<file path="config.mk">
export PLATFORM = sky130hd
export DESIGN_NAME = fm_sb_pb_ctrl
export DESIGN_NICKNAME = d
export VERILOG_FILES = /design/src/rtl/fm_sb_pkg.sv /design/src/rtl/fm_sb_rd_pipe.sv /design/src/rtl/fm_sb_pb_ctrl.sv
export SDC_FILE = /design/constraint.sdc
export NUM_CORES = 1
export LEC_CHECK = 0
export CORE_ASPECT_RATIO = 1.2
export CORE_MARGIN = 2
export CORE_UTILIZATION = 49
export CTS_BUF_LIST = sky130_fd_sc_hd__clkbuf_4 sky130_fd_sc_hd__clkbuf_8
export CTS_CLUSTER_DIAMETER = 120
export DETAILED_ROUTE_END_ITERATION = 12
export DONT_BUFFER_PORTS = 1
export MAX_ROUTING_LAYER = met4
export PLACE_DENSITY = 0.73
export RECOVER_POWER = 25
export SYNTH_ARGS = -nofsm -noshare
export SYNTH_HDL_FRONTEND = slang
export SYNTH_HIERARCHICAL = 1
export SYNTH_SLANG_ARGS = --single-unit
</file>
<file path="constraint.sdc">
create_clock -name clk -period 2 [get_ports clk]
set_clock_uncertainty 0.2 [all_clocks]
set_input_delay 0.3 -clock clk [delete_from_list [all_inputs] [get_ports clk]]
set_output_delay 0.3 -clock clk [all_outputs]
set_load 0.01 [all_outputs]
</file>
<file path="src/rtl/fm_sb_pkg.sv">
// fm_sb_pkg -- shared definitions for the spy-buffer playback controller.
//   pb_mode_width : width of the pb_mode control port
//   pb_mode_e     : playback/spy mode encoding carried on pb_mode
//   state_t       : controller state type, with ST_* state constants
//   is_play_mode  : true for the two playback modes
package fm_sb_pkg;

  localparam int pb_mode_width = 2;

  typedef enum logic [pb_mode_width-1:0] {
    PB_SPY        = 2'd0,
    PB_SPY_FREEZE = 2'd1,
    PB_ONCE       = 2'd2,
    PB_LOOP       = 2'd3
  } pb_mode_e;

  typedef logic [1:0] state_t;

  localparam state_t ST_SPY    = 2'd0;
  localparam state_t ST_POST   = 2'd1;
  localparam state_t ST_FROZEN = 2'd2;
  localparam state_t ST_PLAY   = 2'd3;

  function automatic logic is_play_mode(input pb_mode_e m);
    return (m == PB_ONCE) || (m == PB_LOOP);
  endfunction

endpackage

</file>
<file path="src/rtl/fm_sb_rd_pipe.sv">
// fm_sb_rd_pipe -- read-valid delay line for the spy-buffer controller.
// Delays the read strobe by exactly RD_LAT cycles so that the valid flag
// lines up with data at the memory output. Cleared by reset so no stale
// valid pulse can appear after reset is released.
//   clk   in  : clock, rising edge
//   rst_n in  : asynchronous active-low reset
//   vld_i in  : read strobe issued this cycle
//   vld_o out : read strobe delayed by RD_LAT cycles (RD_LAT in 1..4)
module fm_sb_rd_pipe #(
  parameter int RD_LAT = 2
) (
  input  logic clk,
  input  logic rst_n,
  input  logic vld_i,
  output logic vld_o
);

  logic [RD_LAT-1:0] pipe_q;

  always_ff @(posedge clk or negedge rst_n) begin
    if (!rst_n) begin
      pipe_q <= '0;
    end else begin
      pipe_q[0] <= vld_i;
      for (int i = 1; i < RD_LAT; i++) begin
        pipe_q[i] <= pipe_q[i-1];
      end
    end
  end

  assign vld_o = pipe_q[RD_LAT-1];

endmodule

</file>
<file path="src/rtl/fm_sb_pb_ctrl.sv">
// fm_sb_pb_ctrl -- spy-buffer capture / freeze / playback controller.
// One instance controls one spy buffer; a system with several buffers
// generates one instance per buffer.
//   clk, rst_n              : clock, asynchronous active-low reset
//   pb_mode                 : 0 spy, 1 spy-then-freeze, 2 play once, 3 play loop
//   spy_vld                 : monitored word valid (captured in SPY/POST)
//   freeze_req, post_trig   : freeze trigger and words still captured after it
//   pb_start, pb_base,
//   pb_len, pb_en           : playback start, base address, length (0 = full
//                             depth), and per-cycle read throttle
//   mem_wr_en, mem_wr_addr  : buffer write strobe / address
//   mem_rd_en, mem_rd_addr  : buffer read strobe / address
//   pb_vld                  : read data valid, RD_LAT cycles after mem_rd_en
//   frozen, wrapped, busy   : FROZEN state; write pointer wrapped; POST or PLAY
//   trig_addr, wr_ptr       : write pointer latched at freeze; live write pointer
module fm_sb_pb_ctrl
  import fm_sb_pkg::*;
#(
  parameter int SB_AW  = 10,
  parameter int RD_LAT = 2
) (
  input  logic                     clk,
  input  logic                     rst_n,
  input  logic [pb_mode_width-1:0] pb_mode,
  input  logic                     spy_vld,
  input  logic                     freeze_req,
  input  logic [SB_AW-1:0]         post_trig,
  input  logic                     pb_start,
  input  logic [SB_AW-1:0]         pb_base,
  input  logic [SB_AW-1:0]         pb_len,
  input  logic                     pb_en,
  output logic                     mem_wr_en,
  output logic [SB_AW-1:0]         mem_wr_addr,
  output logic                     mem_rd_en,
  output logic [SB_AW-1:0]         mem_rd_addr,
  output logic                     pb_vld,
  output logic                     frozen,
  output logic                     wrapped,
  output logic                     busy,
  output logic [SB_AW-1:0]         trig_addr,
  output logic [SB_AW-1:0]         wr_ptr
);

  localparam logic [SB_AW-1:0] LAST_ADDR = '1;
  localparam logic [SB_AW-1:0] ONE       = SB_AW'(1);

  state_t           state_q, state_d;
  logic [SB_AW-1:0] wr_ptr_q, wr_ptr_d;
  logic [SB_AW-1:0] trig_addr_q, trig_addr_d;
  logic [SB_AW-1:0] post_cnt_q, post_cnt_d;
  logic [SB_AW-1:0] rd_ptr_q, rd_ptr_d;
  logic [SB_AW-1:0] rd_cnt_q, rd_cnt_d;
  logic             wrapped_q, wrapped_d;

  pb_mode_e mode;
  logic     play_mode;
  logic     capturing;
  logic     wr_fire;
  logic     rd_fire;

  assign mode      = pb_mode_e'(pb_mode);
  assign play_mode = is_play_mode(mode);
  assign capturing = (state_q == ST_SPY) || (state_q == ST_POST);

  // Strobes are gated by rst_n so nothing is issued while reset is held;
  // the first write lands on the first edge after deassertion.
  assign wr_fire = rst_n && capturing && spy_vld;
  assign rd_fire = rst_n && (state_q == ST_PLAY) && play_mode && pb_en;

  // Next-state logic. rd_cnt counts down and the read taken at rd_cnt == 1 is
  // the last one, so a loaded length of 0 naturally yields full-depth reads.
  // A write in the trigger cycle is the first of the post_trig words, so it
  // both sets trig_addr and consumes one count.
  always_comb begin
    state_d     = state_q;
    wr_ptr_d    = wr_ptr_q;
    trig_addr_d = trig_addr_q;
    post_cnt_d  = post_cnt_q;
    rd_ptr_d    = rd_ptr_q;
    rd_cnt_d    = rd_cnt_q;
    wrapped_d   = wrapped_q;

    if (wr_fire) begin
      wr_ptr_d = wr_ptr_q + ONE;
      if (wr_ptr_q == LAST_ADDR) begin
        wrapped_d = 1'b1;
      end
    end

    case (state_q)
      ST_SPY: begin
        if ((mode == PB_SPY_FREEZE) && freeze_req) begin
          trig_addr_d = wr_ptr_q;
          if ((post_trig == '0) || ((post_trig == ONE) && spy_vld)) begin
            state_d = ST_FROZEN;
          end else begin
            state_d    = ST_POST;
            post_cnt_d = post_trig - SB_AW'(spy_vld);
          end
        end
      end

      ST_POST: begin
        if (wr_fire) begin
          post_cnt_d = post_cnt_q - ONE;
          if (post_cnt_q == ONE) begin
            state_d = ST_FROZEN;
          end
        end
      end

      ST_FROZEN: begin
        if (!play_mode) begin
          state_d   = ST_SPY;
          wrapped_d = 1'b0;
        end else if (pb_start) begin
          rd_ptr_d = pb_base;
          rd_cnt_d = pb_len;
          state_d  = ST_PLAY;
        end
      end

      ST_PLAY: begin
        if (!play_mode) begin
          state_d = ST_SPY;
        end else if (pb_en) begin
          if (rd_cnt_q == ONE) begin
            if (mode == PB_ONCE) begin
              state_d  = ST_FROZEN;
              rd_ptr_d = rd_ptr_q + ONE;
              rd_cnt_d = '0;
            end else begin
              rd_ptr_d = pb_base;
              rd_cnt_d = pb_len;
            end
          end else begin
            rd_ptr_d = rd_ptr_q + ONE;
            rd_cnt_d = rd_cnt_q - ONE;
          end
        end
      end

      default: begin
        state_d = ST_SPY;
      end
    endcase
  end

  always_ff @(posedge clk or negedge rst_n) begin
    if (!rst_n) begin
      state_q     <= ST_SPY;
      wr_ptr_q    <= '0;
      trig_addr_q <= '0;
      post_cnt_q  <= '0;
      rd_ptr_q    <= '0;
      rd_cnt_q    <= '0;
      wrapped_q   <= 1'b0;
    end else begin
      state_q     <= state_d;
      wr_ptr_q    <= wr_ptr_d;
      trig_addr_q <= trig_addr_d;
      post_cnt_q  <= post_cnt_d;
      rd_ptr_q    <= rd_ptr_d;
      rd_cnt_q    <= rd_cnt_d;
      wrapped_q   <= wrapped_d;
    end
  end

  fm_sb_rd_pipe #(
    .RD_LAT (RD_LAT)
  ) u_rd_pipe (
    .clk   (clk),
    .rst_n (rst_n),
    .vld_i (rd_fire),
    .vld_o (pb_vld)
  );

  assign mem_wr_en   = wr_fire;
  assign mem_wr_addr = wr_ptr_q;
  assign mem_rd_en   = rd_fire;
  assign mem_rd_addr = rd_ptr_q;
  assign frozen      = (state_q == ST_FROZEN);
  assign busy        = (state_q == ST_POST) || (state_q == ST_PLAY);
  assign wrapped     = wrapped_q;
  assign trig_addr   = trig_addr_q;
  assign wr_ptr      = wr_ptr_q;

endmodule

</file>
==> results by group <==
Logic synthesis
  – Post-synthesis sequential area ratio: 0.416
  – Largest area contributor in the netlist: dfrtp_1
  – Top post-synthesis cells by area: dfrtp_1 (42%), mux2_2 (4.8%), a21oi_1 (4.5%), nand2_1 (4.0%), o21ai_0 (3.5%)
  – Syn Std Cell Area: 0.00331 mm2
  – Syn nets: just over 400
  – Cells after synthesis: 361
  – Synthesized area per cell: 9.16 um2
  – Synth async-reset ratio: 1.00
  – Seq cells post-synth: 55
  – Post-synth EDFFs: 0
  – Netlist cell types: 56
  – YS warnings: 6
  – Top-area cell type share of the netlist area: 0.416
  – Main synth FF type: dfrtp_1

STA
  – RSZ-0062 raised after global routing: true
  – Endpoints failing hold: 55
  – Final setup fails: 0
  – Setup_tns: 0 ps
  – Max Fclk: around 500 MHz
  – Worst-Margin Slew: 460 ps
  – Final Critical Period: between 1500 and 2000 ps
  – Final Cycle Share: 0.984
  – Max_slew headroom: 0.693
  – Pins Over Slew Limit: 0
  – Final hold slack: -369 ps

Die
  – Num rows: 32
  – Starting density of the core: 0.510
  – Ports: 84
  – Core ar.: between 0.006 and 0.007 mm2
  – Die Span X: between 70 and 80 um
  – Die Span Y: around 94 um
  – Die area: approximately 0.0074 mm2

Place
  – DP HPWL: 5430 um
  – Buffers on Ports: 0
  – Dpl cell area: 0.00350 mm2
  – RePlAce Congestion: 0.836

Clock network
  – CTS buffer count: 5
  – Clk sinks: 55
  – Clock Latency Late Sink: roughly 310 ps
  – Htree depth: 2
  – Clock transition at path regs: around 110 ps
  – Hold buffer count at CTS: 16
  – Max Buffers Root-to-Sink: 2
  – CTS tree: yes
  – CTS root buffer: clkbuf_8

Run
  – Max Cap Viol: 0

Final layout
  – Layout cells sized above 1: 0.218
  – Most frequent cells in the layout: dfrtp_1 (55), buf_4 (40), nand2_1 (33), a21oi_1 (30), nor2_1 (25)
  – Diode count: 0
  – Most common cell after layout, fill and taps aside: dfrtp_1
  – NumNets Final: 440
  – Core Util, Final: 0.604
  – Final instance area: around 0.004 mm2
  – FF+latch area: approximately 0.0014 mm2
  – Area growth, synth to finish: 18.5%
  – Fillers: about 570
  – Area of the multi-input gates: approximately 0.0018 mm2

Setup path
  – Critical Path AT: around 2000 ps
  – RR Startpoint: rd_cnt_q[6]
  – Worst EP required: about 2000 ps
  – Crit-path max FO: 8
  – CP Capture Type: register
  – Startpoint types: register
  – CP startpoint: rd_cnt_q[6]
  – WS Path Type: reg2reg

Power and ir drop
  – LEAKAGE: 1.68 nW
  – Power per cell area: 1300 mW/mm2
  – Max VDD drop: 0.550 mV

Route
  – Post-route DRC: 0
  – Initial DRT Pass Iterations: 4
  – WL/cell: ~16 um
  – Vias: 2,799
  – Post-DRT Antenna Nets: 0
  – Total Wirelength: just under 8000 um
  – Iter 0 DRT Violations: 197
  – Via/cell ratio: approximately 5.8

Min path
  – Hold/Removal Path Class: in2async

Global route
  – Antenna violations before repair: 0
  – Total Routing Usage GR: 0.217
  – Global-route wire length before repair: approximately 13,000 um
  – Largest net degree at the start of global routing: 57
  – Vias in the first global route: about 2.8k
  – Grt ovf: 0

Status
  – Failing checks: hold timing
  – Status: complete, but fails checks
final timing paths:
kind	endpoint	slack [ps]	cells after the start
min in group clk	mem_rd_addr[7]	20	2
setup / recovery	rd_cnt_q[1]	30	7
hold reg to reg	u_rd_pipe/pipe_q[1]	180	0
setup reg to reg	rd_cnt_q[1]	30	7
max in group asynchronous	wrapped	1720	1
hold / removal	mem_rd_addr[4]	-370	1
Yosys cell counts (2+ instances only):
library cell / number
dfrtp_1: 55
nand2_1: 35
a21oi_1: 30
nor2_1: 26
o21ai_0: 23
nand3_1: 18
mux2_2: 14
clkbuf_1: 13
nor3_1: 13
buf_4: 10
inv_1: 9
xnor2_1: 9
ha_1: 8
and3_1: 7
xor2_1: 7
a22o_1: 6
buf_2: 5
nand4_1: 5
a31oi_1: 4
and2_1: 4
nor2b_1: 4
a2bb2oi_1: 3
nand2b_1: 3
nor3b_1: 3
o22ai_1: 3
or4_1: 3
a21boi_0: 2
a221oi_1: 2
a32o_1: 2
and4_1: 2
buf_1: 2
buf_6: 2
mux2i_1: 2
nand3b_1: 2
nor4_1: 2
nor4b_1: 2
o2111ai_1: 2
per-layer routing:
| metal | vias up | part of all wire | global-route usage |
|---|---|---|---|
| met5 | - | 0 | - |
| met4 | 0 | 0.021 | 0.0805 |
| met3 | 12 | 0.059 | 0.0394 |
| met2 | 78 | 0.50 | 0.360 |
| met1 | 1342 | 0.42 | 0.264 |
| li1 | 1367 | - | - |
metrics by stage:
stage                     instances  worst slack [ps]  power, W
final                           480              31.1   0.00507
after global placement          450              -117   0.00411
after CTS                       475              8.50   0.00492
after global routing            480             -75.3   0.00549
after floorplan                 361             0.215   0.00353
after detailed placement        450              -158   0.00418
cells by family (layout without fill, tap and decap cells):
group                    count (synthesis)  after routing  synth area share
AND/OR/NAND/NOR                        134            134             0.211
multiplexers                            16             16            0.0537
adder cells (fa/ha/maj)                  8              8            0.0303
buffers and inverters                   41             74            0.0643
flip-flops                              55             55             0.416
XOR/XNOR                                16             16            0.0424
AO/OA/AOI/OAI                           91             92             0.182
sequential cells by signal, summed over array words and instances (netlist names):
name / flops
mem_rd_addr: 10
mem_wr_addr: 10
post_cnt_q: 10
rd_cnt_q: 10
trig_addr: 10
state_q: 2
u_rd_pipe/pipe_q: 2
wrapped: 1
cell type report:
| cell class | count | share of cell area |
|---|---|---|
| timing repair buffer | 57 | 0.125 |
| tap | 85 | 0.0272 |
| clock inverter | 3 | 0.00671 |
| clock buffer | 5 | 0.0176 |
| multi-input combinational | 266 | 0.464 |
| sequential | 55 | 0.351 |
| inverter | 9 | 0.00863 |
power breakdown:
part	switching, W	internal, W	leakage [nW]
sequential	0.000551	0.00153	0.682
clock	0.000396	0.000259	0.0491
combinational	0.00123	0.00111	0.947
timing repair:
action	in CTS	in global routing
buffers inserted	1	4
pin swaps	1	3
endpoints found under the setup margin	16	29
gates cloned	0	1
gates resized for setup	4	20
hold endpoints to repair	69	55
critical path, stage by stage (launching register included):
cell	delay (ps)
dfrtp_1	430
nor4_4	320
buf_4	170
a31o_2	190
buf_4	160
nor2_1	70
a211oi_2	220
a21oi_1	80
Power figures use the tool's default switching activity.
